File: src/rtl/accel_wb_ctrl_pkg.sv
// Shared constants for the accelerator command controller: register offsets,
// register bit positions, buffer depths and the sequencing FSM state type.
package accel_pkg;

  localparam logic [7:0] OFF_CTRL     = 8'h00;
  localparam logic [7:0] OFF_STATUS   = 8'h04;
  localparam logic [7:0] OFF_IN_BASE  = 8'h40;
  localparam logic [7:0] OFF_OUT_BASE = 8'h80;

  localparam int CTRL_START  = 0;
  localparam int CTRL_ABORT  = 1;
  localparam int CTRL_IRQ_EN = 2;

  localparam int ST_BUSY    = 0;
  localparam int ST_DONE    = 1;
  localparam int ST_TIMEOUT = 2;

  localparam int IN_BUF_DEPTH  = 16;
  localparam int OUT_BUF_DEPTH = 8;

  typedef enum logic [1:0] {
    IDLE,
    LOAD,
    RUN,
    UNLOAD
  } accel_state_t;

endpackage

File: src/rtl/accel_wb_ctrl_regif.sv
// Wishbone classic slave front end: address decode, single-cycle registered ack,
// registered read mux, and write strobes issued in the cycle the ack is visible.
module accel_wb_regif
  import accel_pkg::*;
#(
  parameter logic [31:0] BASE_ADDR = 32'h3000_0000
) (
  input  logic        clk_i,
  input  logic        rst_i,
  input  logic        wbs_cyc_i,
  input  logic        wbs_stb_i,
  input  logic        wbs_we_i,
  input  logic [3:0]  wbs_sel_i,
  input  logic [31:0] wbs_adr_i,
  input  logic [31:0] wbs_dat_i,
  output logic        wbs_ack_o,
  output logic [31:0] wbs_dat_o,
  input  logic        irq_en_i,
  input  logic [2:0]  status_i,
  input  logic [31:0] in_buf_i  [IN_BUF_DEPTH],
  input  logic [31:0] out_buf_i [OUT_BUF_DEPTH],
  output logic        ctrl_wr_o,
  output logic        status_wr_o,
  output logic        in_wr_o,
  output logic [3:0]  in_idx_o,
  output logic [31:0] wr_mask_o,
  output logic [31:0] wr_dat_o
);

  // Misaligned offsets fall through to "unmapped" so they read 0 and drop writes.
  function automatic logic is_in(input logic [7:0] off);
    return (off[7:6] == OFF_IN_BASE[7:6]) && (off[1:0] == 2'b00);
  endfunction

  function automatic logic is_out(input logic [7:0] off);
    return (off[7:5] == OFF_OUT_BASE[7:5]) && (off[1:0] == 2'b00);
  endfunction

  logic        ack_q, we_q, req, wr;
  logic [7:0]  off, off_q;
  logic [3:0]  sel_q;
  logic [31:0] dat_q, rdat_q, rdat_d;

  assign off = wbs_adr_i[7:0];
  assign req = wbs_cyc_i & wbs_stb_i & ~ack_q & (wbs_adr_i[31:8] == BASE_ADDR[31:8]);

  always_comb begin
    rdat_d = '0;
    if (off == OFF_CTRL)        rdat_d[CTRL_IRQ_EN] = irq_en_i;
    else if (off == OFF_STATUS) rdat_d[2:0] = status_i;
    else if (is_in(off))        rdat_d = in_buf_i[off[5:2]];
    else if (is_out(off))       rdat_d = out_buf_i[off[4:2]];
  end

  always_ff @(posedge clk_i) begin
    if (rst_i) begin
      ack_q  <= 1'b0;
      we_q   <= 1'b0;
      off_q  <= '0;
      sel_q  <= '0;
      dat_q  <= '0;
      rdat_q <= '0;
    end else begin
      ack_q <= req;
      if (req) begin
        we_q  <= wbs_we_i;
        off_q <= off;
        sel_q <= wbs_sel_i;
        dat_q <= wbs_dat_i;
        if (!wbs_we_i) rdat_q <= rdat_d;
      end
    end
  end

  assign wbs_ack_o = ack_q;
  assign wbs_dat_o = rdat_q;

  assign wr          = ack_q & we_q;
  assign ctrl_wr_o   = wr && (off_q == OFF_CTRL);
  assign status_wr_o = wr && (off_q == OFF_STATUS);
  assign in_wr_o     = wr && is_in(off_q);
  assign in_idx_o    = off_q[5:2];
  assign wr_dat_o    = dat_q;
  assign wr_mask_o   = {{8{sel_q[3]}}, {8{sel_q[2]}}, {8{sel_q[1]}}, {8{sel_q[0]}}};

endmodule

File: src/rtl/accel_wb_ctrl.sv
// Command controller that streams the IN buffer into the crypto core and captures
// its result words. Define ACCEL_CTRL_TIMEOUT_EN to build in the stall watchdog.
module accel_wb_ctrl
  import accel_pkg::*;
#(
  parameter logic [31:0] BASE_ADDR   = 32'h3000_0000,
  parameter int          IN_WORDS    = 16,
  parameter int          OUT_WORDS   = 8,
  parameter int          TIMEOUT_CYC = 4096
) (
  input  logic        wb_clk_i,
  input  logic        wb_rst_i,
  input  logic        wbs_cyc_i,
  input  logic        wbs_stb_i,
  input  logic        wbs_we_i,
  input  logic [3:0]  wbs_sel_i,
  input  logic [31:0] wbs_adr_i,
  input  logic [31:0] wbs_dat_i,
  output logic        wbs_ack_o,
  output logic [31:0] wbs_dat_o,
  output logic [31:0] core_in_data,
  output logic        core_in_valid,
  input  logic        core_in_ready,
  input  logic [31:0] core_out_data,
  input  logic        core_out_valid,
  output logic        irq
);

  if (IN_WORDS < 1 || IN_WORDS > IN_BUF_DEPTH) begin : g_bad_in_words
    $error("IN_WORDS must be 1..16");
  end
  if (OUT_WORDS < 1 || OUT_WORDS > OUT_BUF_DEPTH) begin : g_bad_out_words
    $error("OUT_WORDS must be 1..8");
  end
  if (TIMEOUT_CYC < 1) begin : g_bad_timeout
    $error("TIMEOUT_CYC must be positive");
  end

  localparam logic [3:0] IN_LAST  = 4'(IN_WORDS - 1);
  localparam logic [2:0] OUT_LAST = 3'(OUT_WORDS - 1);

  accel_state_t state_q, state_d;
  logic [3:0]  idx_q, idx_d, in_idx;
  logic [2:0]  oidx_q, oidx_d;
  logic        done_q, done_d, irq_en_q, irq_en_d;
  logic        busy, in_xfer, out_xfer, start, abort, timeout, wdog_hit;
  logic        ctrl_wr, status_wr, in_wr;
  logic [31:0] wr_mask, wr_dat;
  logic [31:0] in_buf_q  [IN_BUF_DEPTH];
  logic [31:0] out_buf_q [OUT_BUF_DEPTH];

  accel_wb_regif #(.BASE_ADDR(BASE_ADDR)) u_regif (
    .clk_i       (wb_clk_i),
    .rst_i       (wb_rst_i),
    .wbs_cyc_i   (wbs_cyc_i),
    .wbs_stb_i   (wbs_stb_i),
    .wbs_we_i    (wbs_we_i),
    .wbs_sel_i   (wbs_sel_i),
    .wbs_adr_i   (wbs_adr_i),
    .wbs_dat_i   (wbs_dat_i),
    .wbs_ack_o   (wbs_ack_o),
    .wbs_dat_o   (wbs_dat_o),
    .irq_en_i    (irq_en_q),
    .status_i    ({timeout, done_q, busy}),
    .in_buf_i    (in_buf_q),
    .out_buf_i   (out_buf_q),
    .ctrl_wr_o   (ctrl_wr),
    .status_wr_o (status_wr),
    .in_wr_o     (in_wr),
    .in_idx_o    (in_idx),
    .wr_mask_o   (wr_mask),
    .wr_dat_o    (wr_dat)
  );

  assign busy          = (state_q != IDLE);
  assign in_xfer       = (state_q == LOAD) && core_in_ready;
  assign out_xfer      = ((state_q == RUN) || (state_q == UNLOAD)) && core_out_valid;
  assign start         = ctrl_wr && wr_mask[CTRL_START] && wr_dat[CTRL_START];
  assign abort         = ctrl_wr && wr_mask[CTRL_ABORT] && wr_dat[CTRL_ABORT];
  assign core_in_valid = (state_q == LOAD);
  assign core_in_data  = (state_q == LOAD) ? in_buf_q[idx_q] : '0;

  // Abort outranks everything; a DONE set outranks a same-cycle W1C of DONE.
  always_comb begin
    state_d  = state_q;
    idx_d    = idx_q;
    oidx_d   = oidx_q;
    done_d   = done_q;
    irq_en_d = irq_en_q;
    if (ctrl_wr && wr_mask[CTRL_IRQ_EN]) irq_en_d = wr_dat[CTRL_IRQ_EN];
    if (status_wr && wr_mask[ST_DONE] && wr_dat[ST_DONE]) done_d = 1'b0;
    if (abort) begin
      state_d = IDLE;
    end else begin
      case (state_q)
        IDLE: if (start) begin
          state_d = LOAD;
          idx_d   = '0;
          oidx_d  = '0;
          done_d  = 1'b0;
        end
        LOAD: if (core_in_ready) begin
          idx_d = idx_q + 4'd1;
          if (idx_q == IN_LAST) state_d = RUN;
        end
        RUN, UNLOAD: if (core_out_valid) begin
          oidx_d  = oidx_q + 3'd1;
          state_d = UNLOAD;
          if (oidx_q == OUT_LAST) begin
            state_d = IDLE;
            done_d  = 1'b1;
          end
        end
        default: state_d = IDLE;
      endcase
      if (wdog_hit) state_d = IDLE;
    end
  end

  always_ff @(posedge wb_clk_i) begin
    if (wb_rst_i) begin
      state_q  <= IDLE;
      idx_q    <= '0;
      oidx_q   <= '0;
      done_q   <= 1'b0;
      irq_en_q <= 1'b0;
    end else begin
      state_q  <= state_d;
      idx_q    <= idx_d;
      oidx_q   <= oidx_d;
      done_q   <= done_d;
      irq_en_q <= irq_en_d;
    end
  end

  always_ff @(posedge wb_clk_i) begin
    if (wb_rst_i) begin
      for (int i = 0; i < IN_BUF_DEPTH; i++) in_buf_q[i] <= '0;
      for (int i = 0; i < OUT_BUF_DEPTH; i++) out_buf_q[i] <= '0;
    end else begin
      if (in_wr && !busy) in_buf_q[in_idx] <= (in_buf_q[in_idx] & ~wr_mask) | (wr_dat & wr_mask);
      if (out_xfer && !abort) out_buf_q[oidx_q] <= core_out_data;
    end
  end

`ifdef ACCEL_CTRL_TIMEOUT_EN
  localparam int WDOG_W = $clog2(TIMEOUT_CYC + 1);
  logic [WDOG_W-1:0] wdog_q, wdog_d;
  logic              timeout_q, timeout_d;

  // Counter restarts on every word transfer; state entries always coincide with one.
  always_comb begin
    wdog_d    = '0;
    timeout_d = timeout_q;
    wdog_hit  = 1'b0;
    if (status_wr && wr_mask[ST_TIMEOUT] && wr_dat[ST_TIMEOUT]) timeout_d = 1'b0;
    if (busy && !abort && !in_xfer && !out_xfer) begin
      if (wdog_q == WDOG_W'(TIMEOUT_CYC - 1)) begin
        wdog_hit  = 1'b1;
        timeout_d = 1'b1;
      end else begin
        wdog_d = wdog_q + WDOG_W'(1);
      end
    end
  end

  always_ff @(posedge wb_clk_i) begin
    if (wb_rst_i) begin
      wdog_q    <= '0;
      timeout_q <= 1'b0;
    end else begin
      wdog_q    <= wdog_d;
      timeout_q <= timeout_d;
    end
  end

  assign timeout = timeout_q;
  assign irq     = (done_q | timeout_q) & irq_en_q;
`else
  assign timeout  = 1'b0;
  assign wdog_hit = 1'b0;
  assign irq      = done_q & irq_en_q;
`endif

endmodule
File: config.mk
export PLATFORM = sky130hd
export DESIGN_NAME = accel_wb_ctrl
export DESIGN_NICKNAME = d
export VERILOG_FILES = /design/src/rtl/accel_wb_ctrl_pkg.sv /design/src/rtl/accel_wb_ctrl_regif.sv /design/src/rtl/accel_wb_ctrl.sv
export SDC_FILE = /design/constraint.sdc
export NUM_CORES = 2
export LEC_CHECK = 0
export CORE_MARGIN = 2
export CORE_UTILIZATION = 55
export CTS_BUF_LIST = sky130_fd_sc_hd__clkbuf_4
export CTS_CLUSTER_SIZE = 40
export DETAILED_ROUTE_END_ITERATION = 7
export HOLD_SLACK_MARGIN = 0.06
export PLACE_DENSITY = 0.76
export SETUP_SLACK_MARGIN = 0.5
export SLEW_MARGIN = 20
export SYNTH_ARGS = -nofsm -noshare
export SYNTH_HDL_FRONTEND = slang
export SYNTH_SLANG_ARGS = --single-unit
export TNS_END_PERCENT = 100
File: constraint.sdc
create_clock -name wb_clk_i -period 2.97 [get_ports wb_clk_i]
set_clock_uncertainty 0.1 [all_clocks]
set_input_delay 0.594 -clock wb_clk_i [delete_from_list [all_inputs] [get_ports wb_clk_i]]
set_output_delay 0.594 -clock wb_clk_i [all_outputs]
set_load 0.005 [all_outputs]
==> reports/summary.txt <==
setup slack after layout -> -1216 ps
final worst-path cycle share -> 140.9%
drt via density -> 6.901
Hold EP -> u_regif.wr_dat_o[22]$_SDFFE_PP0P_
detailed-route via count -> 41.71k
P per Cell Area -> 405.2 nW/um^2
number of max-cap violations -> 0
drt wl/cell -> 28.14 um
TNS Setup -> -34540 ps
Max Clk Rate -> 0.2389 GHz
power consumption -> 22210 uW
#FFs+latches synth -> 857
startpoint class of the critical path -> flop
worst hold path stage count -> 3
Hold Crit Start -> wbs_dat_i[22]
Mapped Cells -> 4498
chip width -> 289.1 um
WL met2 -> 72.40 mm
Total Wirelength -> 170.1 mm
post-synth top area cell -> dfxtp_1
Placer Congestion -> 0.9378
Root Driver -> clkbuf_4
top cell type's share of synthesized area -> 38.38%
CTS tree -> yes
Crit. End Element -> primary output
share of cells above drive strength 1 -> 30.54%
endpoints failing hold -> 0
Post-Syn Area -> 44710 sq um
Core ar. -> 80550 sq um
Crit Path Max Fanout -> 7
DP Wirelength -> 93.73 mm
die height -> 289.1 um
count of cell types in the netlist -> 53
post-route ant nets -> 0
Layout Nets -> 4941
yosys warns -> 0
RSZ-0062 raised after global routing -> yes
Clock transition at path regs -> 70 ps
Skew-Pair Late Insertion Delay -> 1130 ps
Worst R2R Setup Slack -> 370 ps
GRT Total Usage -> 36.90%
largest cells by area after synthesis -> dfxtp_1, mux4_2, nor2_1
# IOs -> 174
leakage power -> 0.02030 uW
Cell Count, Final, Fillers Out -> 6044
worst vdd ir -> 0.2823 mV
Final Setup Violations -> 32
clk sinks -> 857
Clock Tree Buf Depth -> 3
relative slew slack -> 14.23%
initial antenna violation count -> 8
DR top layer -> met5
gr ovfl total -> 0
syn_nets -> 4608
1st-iter DRT viols -> 6437
outcome -> finished with violations
design area -> 54820 sq um
Post-synth EDFFs -> 0
PortBufs -> 173
Post-synth top flop -> dfxtp_1
ys async rst share -> 0%
Worst-Margin Slew -> 1286 ps
WL met3 -> 27.91 mm
Worst R2R Path Depth -> 7
vias in the first global route -> 38.87k
Die Area -> 83580 sq um
drt first pass iters -> 8
H-tree depth -> 4
largest net degree at the start of global routing -> 214
DP Cell Count -> 5487
Worst EP arrival -> 3490 ps
DRC Markers -> 6
Synth top cells by count -> nor2_1, dfxtp_1, mux4_2, nor3_1, mux2i_1
clock period minus worst slack -> 4186 ps
hold slack -> 102.7 ps
P&R area growth vs syn -> 22.62%
most frequent cell after synthesis -> nor2_1
Final Max Slew Viols -> 0
WS Path Type -> flop to primary output
Rows -> 104
clock buffer count from CTS -> 210
Initial Util -> 55.50%
wl on met1 -> 54.06 mm
critical path data required time -> 2280 ps
RR Startpoint -> u_regif.off_q[7]$_SDFFE_PP0P_
Syn Area/Cell -> 9.939 sq um
first-pass GRT wire length -> 231.6 mm
failing checks -> DRC, setup timing
Seq/Total Area, Yosys -> 38.38%
r2r endpoint -> in_buf_q[111]$_SDFFE_PP0P_
placed instance area -> 48350 sq um
worst min path class -> primary input to flop
[registers in the layout, indices dropped and copies added (netlist names)]
signal / count
irq_en_q: 1
u_regif.we_q: 1
done_q: 1
oidx_q: 3
u_regif.wr_dat_o: 32
idx_q: 4
in_buf_q: 512
u_regif.sel_q: 4
out_buf_q: 256
state_q: 2
u_regif.off_q: 8
u_regif.wbs_ack_o: 1
u_regif.wbs_dat_o: 32
[kinds of logic after synthesis]
family          Yosys count  synth area share (%)
simple gates           2083                 19.76
flops                   857                 38.38
mux                     846                 33.25
buf+inv                 494                 5.169
compound gates          214                 3.339
fa+ha+maj                 3               0.08397
xor+xnor                  1               0.01959
[repair_timing]
item | 4_1_cts | 5_1_grt
setup buffers | 77 | 38
hold endpoints to repair | 184 | 0
hold buffers | 32 | 0
gates cloned | 10 | 35
resized for setup | 311 | 219
pin swaps | 32 | 42
endpoints found under the setup margin | 702 | 575
[critical path: stages, from the launching register on]
cell	delay, ps
dfxtp_4	440
buf_12	130
buf_12	150
buf_12	120
buf_12	110
buf_12	110
mux4_2	490
mux4_2	520
and2_1	160
buf_2	120
[cell usage in the layout, fill, tap and decap left out, types with 12 or more instances in the layout]
| cell | n |
|---|---|
| dfxtp_2 | 37 |
| clkinv_1 | 46 |
| clkdlybuf4s50_1 | 101 |
| a22oi_1 | 29 |
| mux2i_2 | 17 |
| mux4_2 | 508 |
| mux2i_1 | 249 |
| dlygate4sd2_1 | 32 |
| buf_4 | 190 |
| mux2_2 | 32 |
| dfxtp_1 | 813 |
| nor3_1 | 483 |
| nand2_1 | 172 |
| buf_16 | 12 |
| mux2i_4 | 40 |
| buf_6 | 60 |
| buf_8 | 14 |
| o221ai_4 | 44 |
| clkbuf_4 | 291 |
| nor2_2 | 16 |
| dlygate4sd3_1 | 32 |
| buf_12 | 92 |
| nor2_1 | 1251 |
| o21ai_0 | 60 |
| inv_1 | 31 |
| and2_4 | 30 |
| a21oi_1 | 74 |
[report_power, final]
part | leakage (uW) | switching, uW | internal (uW)
Sequential | 0.00692 | 0.0000165 | 11500
Combinational | 0.0119 | 541 | 371
Clock | 0.00151 | 5060 | 4770
[per-layer routing]
| metal | up-vias | GRT usage [%] |
|---|---|---|
| met5 | - | 0 |
| met4 | 8 | 25.37 |
| met3 | 1271 | 12.80 |
| met2 | 3940 | 55.26 |
| met1 | 19500 | 44.91 |
| li1 | 16990 | - |
[worst max-delay path by stage]
stage | slack [ps] | start | cells after the start | to
after global placement | -140 | idx_q[0]$_SDFFE_PP0P_ | 5 | core_in_data[16]
final | -1220 | idx_q[0]$_SDFFE_PP0P_ | 9 | core_in_data[26]
after detailed placement | -170 | idx_q[0]$_SDFFE_PP0P_ | 5 | core_in_data[16]
after floorplan | 430 | idx_q[0]$_SDFFE_PP0P_ | 6 | core_in_data[0]
after global routing | -1220 | idx_q[0]$_SDFFE_PP0P_ | 9 | core_in_data[26]
after CTS | -1130 | idx_q[0]$_SDFFE_PP0P_ | 7 | core_in_data[23]
[per-stage QoR]
step | util, % | setup WS [ps]
final | 68.06 | -1216
after global routing | 68.04 | -1221
after CTS | 65.43 | -1126
after detailed placement | 60.03 | -170.4
after global placement | 60.03 | -141.2
after floorplan | - | 432.1
[cell type report]
class,count,area [sq um]
Sequential cell,857,17230
Tap cell,1060,1326
Fill cell,5433,25730
Antenna cell,10,25.02
Timing Repair Buffer,556,6462
Inverter,32,120.1
Clock buffer,291,2185
Clock inverter,64,359.1
Multi-Input combinational cell,3174,27110
(Power assumes the default switching activity.)
